**config.mk**
```make
export PLATFORM = sky130hd
export DESIGN_NAME = button_debouncer
export DESIGN_NICKNAME = d
export VERILOG_FILES = /design/src/rtl/button_debouncer.sv
export SDC_FILE = /design/constraint.sdc
export NUM_CORES = 1
export LEC_CHECK = 0
export ABC_AREA = 0
export CAP_MARGIN = 20
export CELL_PAD_IN_SITES_DETAIL_PLACEMENT = 0
export CELL_PAD_IN_SITES_GLOBAL_PLACEMENT = 1
export CORE_UTILIZATION = 49
export CTS_BUF_LIST = sky130_fd_sc_hd__clkbuf_4
export DETAILED_ROUTE_END_ITERATION = 16
export PLACE_DENSITY_LB_ADDON = 0.1
export SYNTH_ARGS = -nofsm -noshare
export SYNTH_HDL_FRONTEND = slang
export SYNTH_SLANG_ARGS = --single-unit
```
**constraint.sdc**
```tcl
create_clock -name clk -period 4.1 [get_ports clk]
set_input_delay 0.82 -clock clk [delete_from_list [all_inputs] [get_ports clk]]
set_output_delay 0.82 -clock clk [all_outputs]
set_load 0.02 [all_outputs]
```
**src/rtl/button_debouncer.sv**
```systemverilog
// Debounces a bouncy mechanical input: two-flop synchronizer followed by a
// four-state stability FSM that accepts a new level after N enabled stable samples.
module button_debouncer #(
  parameter int unsigned DEBOUNCE_CYCLES = 4,
  parameter int unsigned CNT_WIDTH       = 16
) (
  input  logic clk,
  input  logic rst,
  input  logic din_raw,
  input  logic en,
  output logic dout,
  output logic dout_bar,
  output logic rise,
  output logic fall,
  output logic busy
);

  typedef enum logic [1:0] {
    STABLE_LO,
    WAIT_HI,
    STABLE_HI,
    WAIT_LO
  } state_e;

  localparam logic [CNT_WIDTH-1:0] LAST = CNT_WIDTH'(DEBOUNCE_CYCLES - 1);
  localparam logic [CNT_WIDTH-1:0] ONE  = CNT_WIDTH'(1);

  logic                 s1_q, s2_q;
  state_e               state_q, state_d;
  logic [CNT_WIDTH-1:0] cnt_q, cnt_d;
  logic                 dout_q, dout_d;
  logic                 dout_bar_q;
  logic                 rise_q, rise_d;
  logic                 fall_q, fall_d;

  // Synchronizer runs every cycle, independent of the sample enable.
  always_ff @(posedge clk) begin
    if (rst) begin
      s1_q <= 1'b0;
      s2_q <= 1'b0;
    end else begin
      s1_q <= din_raw;
      s2_q <= s1_q;
    end
  end

  always_ff @(posedge clk) begin
    if (rst) begin
      state_q    <= STABLE_LO;
      cnt_q      <= '0;
      dout_q     <= 1'b0;
      dout_bar_q <= 1'b1;
      rise_q     <= 1'b0;
      fall_q     <= 1'b0;
    end else begin
      state_q    <= state_d;
      cnt_q      <= cnt_d;
      dout_q     <= dout_d;
      dout_bar_q <= ~dout_d;
      rise_q     <= rise_d;
      fall_q     <= fall_d;
    end
  end

  // A reversal of s2 is checked before the terminal count, so a reversal
  // coinciding with count N-1 rejects the candidate.
  always_comb begin
    state_d = state_q;
    cnt_d   = cnt_q;
    dout_d  = dout_q;
    rise_d  = 1'b0;
    fall_d  = 1'b0;
    if (en) begin
      case (state_q)
        STABLE_LO: begin
          if (s2_q) begin
            state_d = WAIT_HI;
            cnt_d   = ONE;
          end else begin
            cnt_d = '0;
          end
        end
        WAIT_HI: begin
          if (!s2_q) begin
            state_d = STABLE_LO;
            cnt_d   = '0;
          end else if (cnt_q == LAST) begin
            state_d = STABLE_HI;
            cnt_d   = '0;
            dout_d  = 1'b1;
            rise_d  = 1'b1;
          end else begin
            cnt_d = cnt_q + ONE;
          end
        end
        STABLE_HI: begin
          if (!s2_q) begin
            state_d = WAIT_LO;
            cnt_d   = ONE;
          end else begin
            cnt_d = '0;
          end
        end
        WAIT_LO: begin
          if (s2_q) begin
            state_d = STABLE_HI;
            cnt_d   = '0;
          end else if (cnt_q == LAST) begin
            state_d = STABLE_LO;
            cnt_d   = '0;
            dout_d  = 1'b0;
            fall_d  = 1'b1;
          end else begin
            cnt_d = cnt_q + ONE;
          end
        end
        default: begin
          state_d = STABLE_LO;
          cnt_d   = '0;
        end
      endcase
    end
  end

  assign dout     = dout_q;
  assign dout_bar = dout_bar_q;
  assign rise     = rise_q;
  assign fall     = fall_q;
  assign busy     = (state_q == WAIT_HI) || (state_q == WAIT_LO);

endmodule

```
==> flow_summary.ini, run 1 <==
[run_status]
status = finished, final reports clean

[cts]
cts_root_buf = clkbuf_4
cts_buffers = 3
cts_tree = yes
cts_buffer_depth = 2
clk_latency_ns = 0.32
cts_resized = 0
clkTransAtPathRegs_ns = 0.13
hold_buffers = 0
ctsHtreeMaxLevel = 1
clock_sinks = 24
post-cts-setup-buffers = 0

[sta]
slew_headroom_pct = 41.80
worstMarginPinSlew_ns = 0.8703
hold_violations = 0
max_freq_ghz = 0.3857
maxSlewViolCount = 0
rsz0062_at_grt = no
fin_crit_sh_pct = 63.23
fin_skew_ns = 0.005724
setup-tns-final_ns = 0
min_period_ns = 2.592
finalSetupViolCount = 0

[synthesis]
synth-edff-count = 0
synth_area_mm2 = 0.001328
synth.avg_cell_area_um2 = 8.195
yosysTopAreaCellShare_pct = 36.19
synth_most_common_cell = dfxtp_1
yosysTopAreaCell = dfxtp_1
ys_types = 35
async_reset_ff_share_pct = 0
synthTopCellsByArea = dfxtp_1 36%, a31oi_1 7.1%, nand2b_1 6.6%, nand4_1 6.6%, or4b_1 4.5%
synth-seq-area-share_pct = 36.19
synth_common_cells = 24 x dfxtp_1, 15 x a31oi_1, 14 x nand2b_1, 14 x nand4_1, 12 x clkbuf_1
syn_nets = 167
ys_warn_count = 0
synth_seq_cells = 24
synthCells = 162
ys.flop_type = dfxtp_1

[setup_path]
max_stage_delay_ns = 0.90
path_class = primary input to flop
endpoint_kind = flop
cpLargestDelayFamily = simple AND/OR/NAND/NOR gates
crit_chain = clkdlybuf4s50_1 > nand3_1 > or4b_1 > a31oi_1
cp.arrival_ns = 2.82
cp.required_ns = 4.33
crit_slowest_cell = clkdlybuf4s50_1
worstPathMaxFanout = 22
start_kind = primary input
path_buf_inv = 1

[global_routing]
grt_first_pass_wirelength_mm = 4.919
use_met1_pct = 31.36
met3_usage_pct = 5.085
grt_use_total_pct = 23.31
grt_busiest_layer = met2
use_met2_pct = 36.63
gr-total-overflow = 0
grt_pass1_vias = 1049
antenna_found_initial = 0
grt_max_degree = 25

[worst_hold_path]
hp-class = flop to flop

[die]
die_width_um = 54.05
io_pins = 9
num_rows = 18
die_height_um = 54.05
initial_core_util_pct = 52.63
die_area_mm2 = 0.002921
core_area_mm2 = 0.002522

[placement]
place_area_mm2 = 0.001391
gp_congestion = 0.8194
dp_hpwl_mm = 1.946
port_buffers = 8
dp_cells = 187

[detailed_routing]
route.vias.total = 1232
drt-initial-drc-count = 39
antenna_left = 0
wl_per_cell_um = 15.58
drc = 0
drt-pass1-iter-count = 4
vias_per_cell = 6.484
totalWireLength_mm = 2.961

[cells_and_area]
nNetsFinal = 167
final_core_util_pct = 56.05
syn_to_final_growth_pct = 6.504
diodes = 0
drive_above_1_share_pct = 5.000
final-instance-count-excl-fill = 190
fin_area_mm2 = 0.001414

[pwr]
powerDensity_mw_per_mm2 = 261.5
ir_worst_vdd_mv = 0.2029
finalPower_mw = 0.3697
p_leak_nw = 0.3744

[run]
drv_cap = 0
-- routing by layer --
metal	vias to the layer above	share of wire [%]
met4	0	0.68
met5	-	0
met2	29	47
met3	2	4.0
met1	580	49
li1	621	-
-- where the power goes --
part           internal (mW)  leakage (nW)  switching, mW
clock                 0.0344        0.0138         0.0722
sequential             0.236         0.194        0.00229
combinational         0.0112         0.167         0.0131
-- logic make-up (layout without fill, tap and decap cells) --
kind of cell,after synthesis,in the layout,share of synthesized area [%]
and+or+nand+nor,86,86,40.72
AOI/OAI and AO/OA,31,31,15.46
DFF,24,24,36.19
buffers and inverters,19,17,6.032
adders and majority gates,1,1,0.9424
xor gates and xnor gates,1,1,0.6599
-- sequential cells by signal, indices dropped and copies added (netlist names), named ones only --
| name | flops |
|---|---|
| cnt_q | 16 |
| dout_bar | 1 |
| fall | 1 |
| rise | 1 |
| s1_q | 1 |
| s2_q | 1 |
| state_q | 1 |
-- path summary, 6_finish.rpt --
check	start	end	slack, ns	cells past startpoint
hold / removal	s1_q$_SDFF_PP0_	s2_q$_SDFF_PP0_	0.46	1
setup / recovery	en	cnt_q[10]$_SDFFE_PP0P_	1.51	4
setup reg to reg	cnt_q[0]$_SDFFE_PP0P_	dout_bar$_SDFF_PP1_	1.76	5
hold reg to reg	s1_q$_SDFF_PP0_	s2_q$_SDFF_PP0_	0.46	1
-- stage by stage --
| stage | hold WS [ns] | worst slack [ns] |
|---|---|---|
| final | 0.4596 | 1.508 |
| after global routing | 0.4799 | 1.307 |
| after CTS | 0.4622 | 1.502 |
| after detailed placement | 0.4349 | 1.164 |
| after global placement | 0.4160 | 1.177 |
| after floorplan | 0.4138 | 2.169 |
-- layout by cell type, fill, tap and decap left out, types with 2 or more instances in the layout --
master	n
inv_1	5
a21oi_1	5
or4b_1	6
o2111ai_1	2
a31oi_1	15
clkbuf_4	3
dfxtp_1	24
nor3_1	5
clkdlybuf4s50_1	8
nand2_1	7
nand4b_1	2
nor2b_1	5
nand4_1	14
or4_1	4
nor4_1	5
nand2b_1	14
or3_1	3
nand3_2	2
nor2_1	3
o21ai_0	2
nand3_1	11
o21a_1	2
-- layout make-up --
cell class	instances	area, um^2
Fill cell	241	1109
Tap cell	30	37.54
Clock buffer	3	22.52
Inverter	5	18.77
Multi-Input combinational cell	119	767.0
Timing Repair Buffer	9	87.58
Sequential cell	24	480.5
Note: power is estimated with default switching activity, not from simulation.
==> run 2: changes to the inputs <==
- CORE_UTILIZATION: 49 -> 41
- clock period: 4.1 -> 2.2 ns (I/O delays scaled with it)
==> flow_summary.ini, run 2 (same netlist as run 1, synthesis figures left out) <==
[sta]
fin_skew_ns = 0.002344
maxSlewViolCount = 0
fin_crit_sh_pct = 92.85
hold_violations = 0
setup-tns-final_ns = 0
max_freq_ghz = 0.4895
rsz0062_at_grt = no
min_period_ns = 2.043
finalSetupViolCount = 0
worstMarginPinSlew_ns = 0.5336
slew_headroom_pct = 64.43

[placement]
place_area_mm2 = 0.001469
dp_hpwl_mm = 2.085
gp_congestion = 0.7733
port_buffers = 8

[cells_and_area]
diodes = 0
nNetsFinal = 175
drive_above_1_share_pct = 9.467
final_core_util_pct = 48.98
syn_to_final_growth_pct = 12.63
largest_reg_flops = 16
regMostFlops = cnt_q
nFillCells = 320
final_cell_mix = 24 x dfxtp_1, 15 x a31oi_1, 14 x nand2b_1, 14 x nand4_1, 11 x nand3_1
fin_area_mm2 = 0.001495
final_common_cell = dfxtp_1

[setup_path]
crit_slowest_cell = or4_1
start_kind = flop
reg2regPathDepth = 5
worstPathMaxFanout = 9
path_buf_inv = 0
crit_chain = ha_1 > nand3_2 > or4_1 > or4b_1 > a31oi_1
r2r_end = cnt_q[14]$_SDFFE_PP0P_
endpoint_kind = flop
cp.required_ns = 2.46
cp.arrival_ns = 2.30
max_stage_delay_ns = 0.58
ff2ff_setup_slack_ns = 0.16
r2r_start = cnt_q[0]$_SDFFE_PP0P_
cpLargestDelayFamily = simple AND/OR/NAND/NOR gates
path_class = flop to flop

[detailed_routing]
wl_per_cell_um = 14.83
route.vias.total = 1244
antenna_left = 0
totalWireLength_mm = 3.159
drc = 0
vias_per_cell = 5.840
drt-initial-drc-count = 47
drt-pass1-iter-count = 4

[worst_hold_path]
worstHoldEndpoint = s2_q$_SDFF_PP0_
hp-start = s1_q$_SDFF_PP0_
hold_depth = 1
hp-class = flop to flop

[cts]
cts_root_buf = clkbuf_4
cts_resized = 0
ctsHtreeMaxLevel = 1
clkTransAtPathRegs_ns = 0.13
cts_buffer_depth = 2
cts_buffers = 3
hold_buffers = 0
clk_latency_ns = 0.32
post-cts-setup-buffers = 0
clock_sinks = 24
cts_tree = yes

[global_routing]
antenna_found_initial = 0
grt_use_total_pct = 20.84
grt_pass1_vias = 1164
gr-total-overflow = 0
grt_first_pass_wirelength_mm = 5.457
grt_max_degree = 33

[pwr]
p_leak_nw = 0.4155
ir_worst_vdd_mv = 0.2170
powerDensity_mw_per_mm2 = 465.9
finalPower_mw = 0.6966

[die]
initial_core_util_pct = 43.48
num_rows = 20
core_area_mm2 = 0.003053
die_width_um = 58.90
die_area_mm2 = 0.003469
die_height_um = 58.90
io_pins = 9

[run_status]
status = finished, final reports clean

[run]
drv_cap = 0
==> run 2: cell types whose count changed in the layout (fill, tap and decap cells not counted) <==
cell,before,now
buf_4,1,9
clkinv_1,0,1
==> run 2: worst max path at each step <==
stage	start	to	slack, ns	cells after the start
2_1_floorplan	cnt_q[1]$_SDFFE_PP0P_	cnt_q[12]$_SDFFE_PP0P_	0.27	5
3_3_place_gp	cnt_q[0]$_SDFFE_PP0P_	cnt_q[12]$_SDFFE_PP0P_	0.23	5
3_5_place_dp	cnt_q[0]$_SDFFE_PP0P_	cnt_q[14]$_SDFFE_PP0P_	0.19	5
4_1_cts	cnt_q[0]$_SDFFE_PP0P_	cnt_q[14]$_SDFFE_PP0P_	0.16	5
5_1_grt	cnt_q[0]$_SDFFE_PP0P_	cnt_q[12]$_SDFFE_PP0P_	0.05	5
6_report	cnt_q[0]$_SDFFE_PP0P_	cnt_q[14]$_SDFFE_PP0P_	0.16	5
==> run 2: metrics by stage <==
stage                     hold slack (ns)  cells  setup slack, ns
after global routing               0.4732    213          0.04512
after floorplan                    0.4138    162           0.2689
after CTS                          0.4544    213           0.1579
after global placement             0.4181    209           0.2311
final                              0.4515    213           0.1572
after detailed placement           0.4228    209           0.1925
==> run 2: worst register-to-register path, stage by stage (launching register included) <==
cell,delay [ns]
dfxtp_1,0.36
ha_1,0.22
nand3_2,0.19
or4_1,0.58
or4b_1,0.47
a31oi_1,0.16
==> run 2: power breakdown <==
| group | internal [mW] | switching (mW) | leakage [nW] | total (mW) |
|---|---|---|---|---|
| logic | 0.0244 | 0.0261 | 0.206 | 0.0505 |
| registers | 0.441 | 0.00388 | 0.194 | 0.444 |
| clock network | 0.0666 | 0.135 | 0.0154 | 0.202 |
| total | 0.532 | 0.165 | 0.416 | 0.697 |
==> run 2: layer usage <==
metal	global-route usage [%]	up-vias	part of all wire (%)
met5	0	-	0
met4	8.503	0	1.8
met3	2.637	5	2.2
met2	32.79	15	45
met1	28.74	595	51
li1	-	629	-
==> run 2: cell type report <==
type	count	area [um^2]	share of cell area (%)
Inverter	5	18.77	1.255
Tap cell	44	55.05	3.682
Timing Repair Buffer	17	147.6	9.875
Clock inverter	1	3.754	0.2510
Sequential cell	24	480.5	32.13
Clock buffer	3	22.52	1.506
Multi-Input combinational cell	119	767.0	51.30
==> run 3: changes to the inputs <==
- ABC_CLOCK_PERIOD_IN_PS: not set -> 2200
- CORE_UTILIZATION: 41 -> 25
==> flow_summary.ini, run 3 (same netlist as run 1, synthesis figures left out) <==
[setup_path]
crit_slowest_cell = or4_1
cp.arrival_ns = 2.33
crit_chain = ha_2 > nand3_2 > or4_1 > or4b_1 > a31oi_1
path_class = flop to flop
max_stage_delay_ns = 0.56
crit_path_start = cnt_q[1]$_SDFFE_PP0P_
worstPathMaxFanout = 6
r2r_start = cnt_q[1]$_SDFFE_PP0P_
start_kind = flop
endpoint_kind = flop
path_buf_inv = 0
cp.required_ns = 2.46
cpLargestDelayFamily = simple AND/OR/NAND/NOR gates

[cts]
cts_root_buf = clkbuf_4
ctsHtreeMaxLevel = 1
cts_buffers = 3
clock_sinks = 24
clkTransAtPathRegs_ns = 0.15
cts_resized = 0
post-cts-setup-buffers = 0
cts_buffer_depth = 2
hold_buffers = 0
cts_tree = yes
clk_latency_ns = 0.32

[global_routing]
grt_use_total_pct = 13.87
grt_first_pass_wirelength_mm = 5.844
grt_pass1_vias = 1183
grt_max_degree = 24
gr-total-overflow = 0
antenna_found_initial = 0

[die]
die_width_um = 74.87
die_height_um = 74.87
io_pins = 9
initial_core_util_pct = 25.99
die_area_mm2 = 0.005606
num_rows = 26
core_area_mm2 = 0.005107

[cells_and_area]
nNetsFinal = 179
final_core_util_pct = 31.06
multiInputGateArea_um2 = 769.5
drive_above_1_share_pct = 12.72
regArea_um2 = 480.5
nFillCells = 554
final_cell_mix = 24 x dfxtp_1, 15 x a31oi_1, 14 x nand2b_1, 14 x nand4_1, 13 x buf_4
syn_to_final_growth_pct = 19.51
regMostFlops = cnt_q
largest_reg_flops = 16
final_common_cell = dfxtp_1
diodes = 0

[placement]
port_buffers = 8
dp_hpwl_mm = 2.479
gp_congestion = 0.7362

[pwr]
p_seq_share_pct = 53.5
ir_worst_vdd_mv = 0.2120
powerDensity_mw_per_mm2 = 523.5
pwr-share-clk_pct = 40.2
p_int_mw = 0.6500
sw_frac_of_total_pct = 21.75
p_leak_nw = 0.4442
combPwrFrac_pct = 6.3
p_switching_mw = 0.1807

[detailed_routing]
totalWireLength_mm = 3.602
route.vias.total = 1283
wl_per_cell_um = 14.82
drt-initial-drc-count = 72
vias_per_cell = 5.280
drt-pass1-iter-count = 4
drc = 0
antenna_left = 0

[sta]
min_period_ns = 2.068
worstMarginPinSlew_ns = 0.5288
rsz0062_at_grt = no
hold_violations = 0
slew_headroom_pct = 64.75
maxSlewViolCount = 0
fin_crit_sh_pct = 94.01
setup-tns-final_ns = 0
finalSetupViolCount = 0
max_freq_ghz = 0.4835
fin_skew_ns = 0.006160

[run_status]
status = finished, final reports clean

[worst_hold_path]
hp-start = s1_q$_SDFF_PP0_
hp-class = flop to flop

[run]
drv_cap = 0
run 3: worst reg2reg max path, delay by kind of cell (launching register included):
family / cells / cell delay [ns]
adders and majority gates: 1 / 0.24
AOI/OAI and AO/OA: 1 / 0.17
DFF: 1 / 0.42
and+or+nand+nor: 3 / 1.18
run 3: through the flow:
step | total power, mW | instance area (um^2) | setup slack [ns] | hold slack (ns) | cells
6_report | 0.8306 | 1587 | 0.1317 | 0.4534 | 243
5_1_grt | 0.8636 | 1587 | 0.004407 | 0.4688 | 243
4_1_cts | 0.8480 | 1584 | 0.1129 | 0.4564 | 243
3_5_place_dp | 0.5067 | 1531 | 0.1457 | 0.4220 | 239
3_3_place_gp | 0.5062 | 1531 | 0.2155 | 0.4172 | 239
2_1_floorplan | 0.4810 | 1328 | 0.2689 | 0.4138 | 162
run 3: power by group through the flow:
stage                     clock network (mW)  logic [mW]  registers (mW)
after floorplan                            0      0.0237           0.457
after global placement                     0      0.0523           0.454
after detailed placement                   0      0.0527           0.454
after CTS                              0.350      0.0529           0.445
after global routing                   0.361      0.0567           0.445
final                                  0.334      0.0526           0.444
run 3: worst paths after layout:
check | to | slack (ns) | cells past startpoint
setup reg to reg | cnt_q[12]$_SDFFE_PP0P_ | 0.13 | 5
setup / recovery | cnt_q[12]$_SDFFE_PP0P_ | 0.13 | 5
hold reg to reg | s2_q$_SDFF_PP0_ | 0.45 | 1
hold / removal | s2_q$_SDFF_PP0_ | 0.45 | 1
run 3: metal layers:
layer	global-route usage [%]	vias to the layer above	share of wire (%)
met5	0	-	0
met4	3.983	0	0.64
met3	2.008	2	4.2
met2	21.32	29	45
met1	20.11	611	50
li1	-	641	-
run 3: cell type report:
class	instances	share of cell area [%]
clock buffers	3	1.420
clock inverters	1	1.893
inverters	5	1.183
multi-input cells	119	48.50
flip-flops and latches	24	30.28
well taps	70	5.521
repair buffers	21	11.20
==> edit, RTL diff (config.mk and constraints of run 2) <==
The parameter `CNT_WIDTH` goes from 16 to 20.
--- a/src/rtl/button_debouncer.sv
+++ b/src/rtl/button_debouncer.sv
@@ -2,7 +2,7 @@
 // four-state stability FSM that accepts a new level after N enabled stable samples.
 module button_debouncer #(
   parameter int unsigned DEBOUNCE_CYCLES = 4,
-  parameter int unsigned CNT_WIDTH       = 16
+  parameter int unsigned CNT_WIDTH       = 20
 ) (
   input  logic clk,
   input  logic rst,
Function: no difference found for any inputs over 10 cycles, from zero or initial values and one cycle with rst high; that may be too few to reach the edited logic, so the function may still have changed.
==> edit against run 2 <==
Sequential cell count increased by 4. Hold slack improved by 0.0050 ns. Synthesized area increased by 9.4%. Setup slack improved by 0.0089 ns. Wire length increased by 7.2%. Cell area increased by 16%. Power increased by 31%. Non-clock buffer count increased by 6.
==> edit: results (changes against run 2) <==
placed_design:
  dp.final_hpwl_mm: 2.46  # +18%
critical_path:
  critPathMaxStageDelay_ns: 0.48  # -0.10 ns
  critPathSlowestCell: "or4b_1"
synthesis:
  synth-compound-area-share_pct: 16.8  # +1.3 points
  synth-adder-area-share_pct: 0.861  # -0.081 points
  yosys-top-cells-count: "dfxtp_1 (28), nand2_1 (28), nand3_1 (20)"
  yosysSeqAreaShare_pct: 38.6  # +2.4 points
  synth_nets: 182  # +9.0%
  yosys-top-cells-area: "dfxtp_1 (39%), nand2_1 (7.2%), nand3_1 (6.9%), a31oi_1 (6.5%), or3_1 (3.9%)"
  yosysUniqueCellTypes: 41  # +17%
  synth_xor_area_share_pct: 0.603  # -0.057 points
route:
  wl_per_cell_um: 14.0  # -5.6%
  drt_iter0_markers: 105  # +120%
power:
  p_leak_nw: 0.537  # +29%
  peakVddDrop_mv: 0.197  # -9.0%
final_layout:
  largest_reg_flops: 20  # +4
  fillCellCount: 333  # +4.1%
  nets: 202  # +15%
sta:
  fin_skew_ns: 0.00382  # +0.00148 ns
  relSlewSlack_pct: 66.1  # +1.7 points
global_routing:
  grt_pass1_vias: 1276  # +9.6%
  grt_pass1_wl_mm: 5.82  # +6.7%
  track_usage_pct: 20.4  # -0.46 points
  grt_max_degree: 25  # -24%
status:
  status: "complete, no violations"
clock_tree:
  clkSlewWorstSetupHoldPaths_ns: 0.16  # +0.03 ns
[edit: layer usage]
metal	up-vias	track usage [%]	share of wire, %
met5	-	0	0
met4	0	4.76	0.47
met3	2	2.52	4.8
met2	40	33.9	46
met1	629	28.0	49
li1	699	-	-
[edit: final cells by class]
class / count / area (um2) / share of cell area [%]
clock inverters: 1 / 30.0 / 1.73
multi-input cells: 137 / 842 / 48.6
repair buffers: 23 / 205 / 11.8
well taps: 46 / 57.6 / 3.32
flip-flops and latches: 28 / 561 / 32.3
inverters: 4 / 15.0 / 0.866
clock buffers: 3 / 22.5 / 1.30
[edit: path summary, 6_finish.rpt]
kind,startpoint,endpoint,depth (start not counted)
worst min-delay path,s1_q,s2_q,1
worst max register to register,cnt_q[0],cnt_q[4],6
worst min register to register,s1_q,s2_q,1
worst max-delay path,cnt_q[0],cnt_q[4],6
[edit: cell families (layout without fill, tap and decap cells)]
group,after synthesis,after routing
compound gates,37,37
xor+xnor,1,1
fa+ha+maj,1,1
buf+inv,12,31
flops,28,28
mux,3,3
simple gates,95,95
[edit: where the power goes]
group | switching, W | leakage (nW) | internal, W
logic | 0.0000307 | 0.283 | 0.0000264
clock network | 0.000157 | 0.0279 | 0.000184
registers | 0.00000364 | 0.226 | 0.000513
[edit: timing repair]
item / CTS / global route
endpoints found under the setup margin: 0 / 2
buffers inserted: 0 / 2
resized for setup: 0 / 1
[edit: stage by stage]
step	hold WS, ns	cells	util [%]	cell area, um2	setup slack (ns)
6_report	0.457	242	51.5	1730	0.166
5_1_grt	0.478	242	51.5	1730	0.0383
4_1_cts	0.460	240	50.9	1710	0.0783
3_5_place_dp	0.430	236	49.3	1660	0.115
2_1_floorplan	0.414	177	-	1450	0.427
3_3_place_gp	0.420	236	49.3	1660	0.167
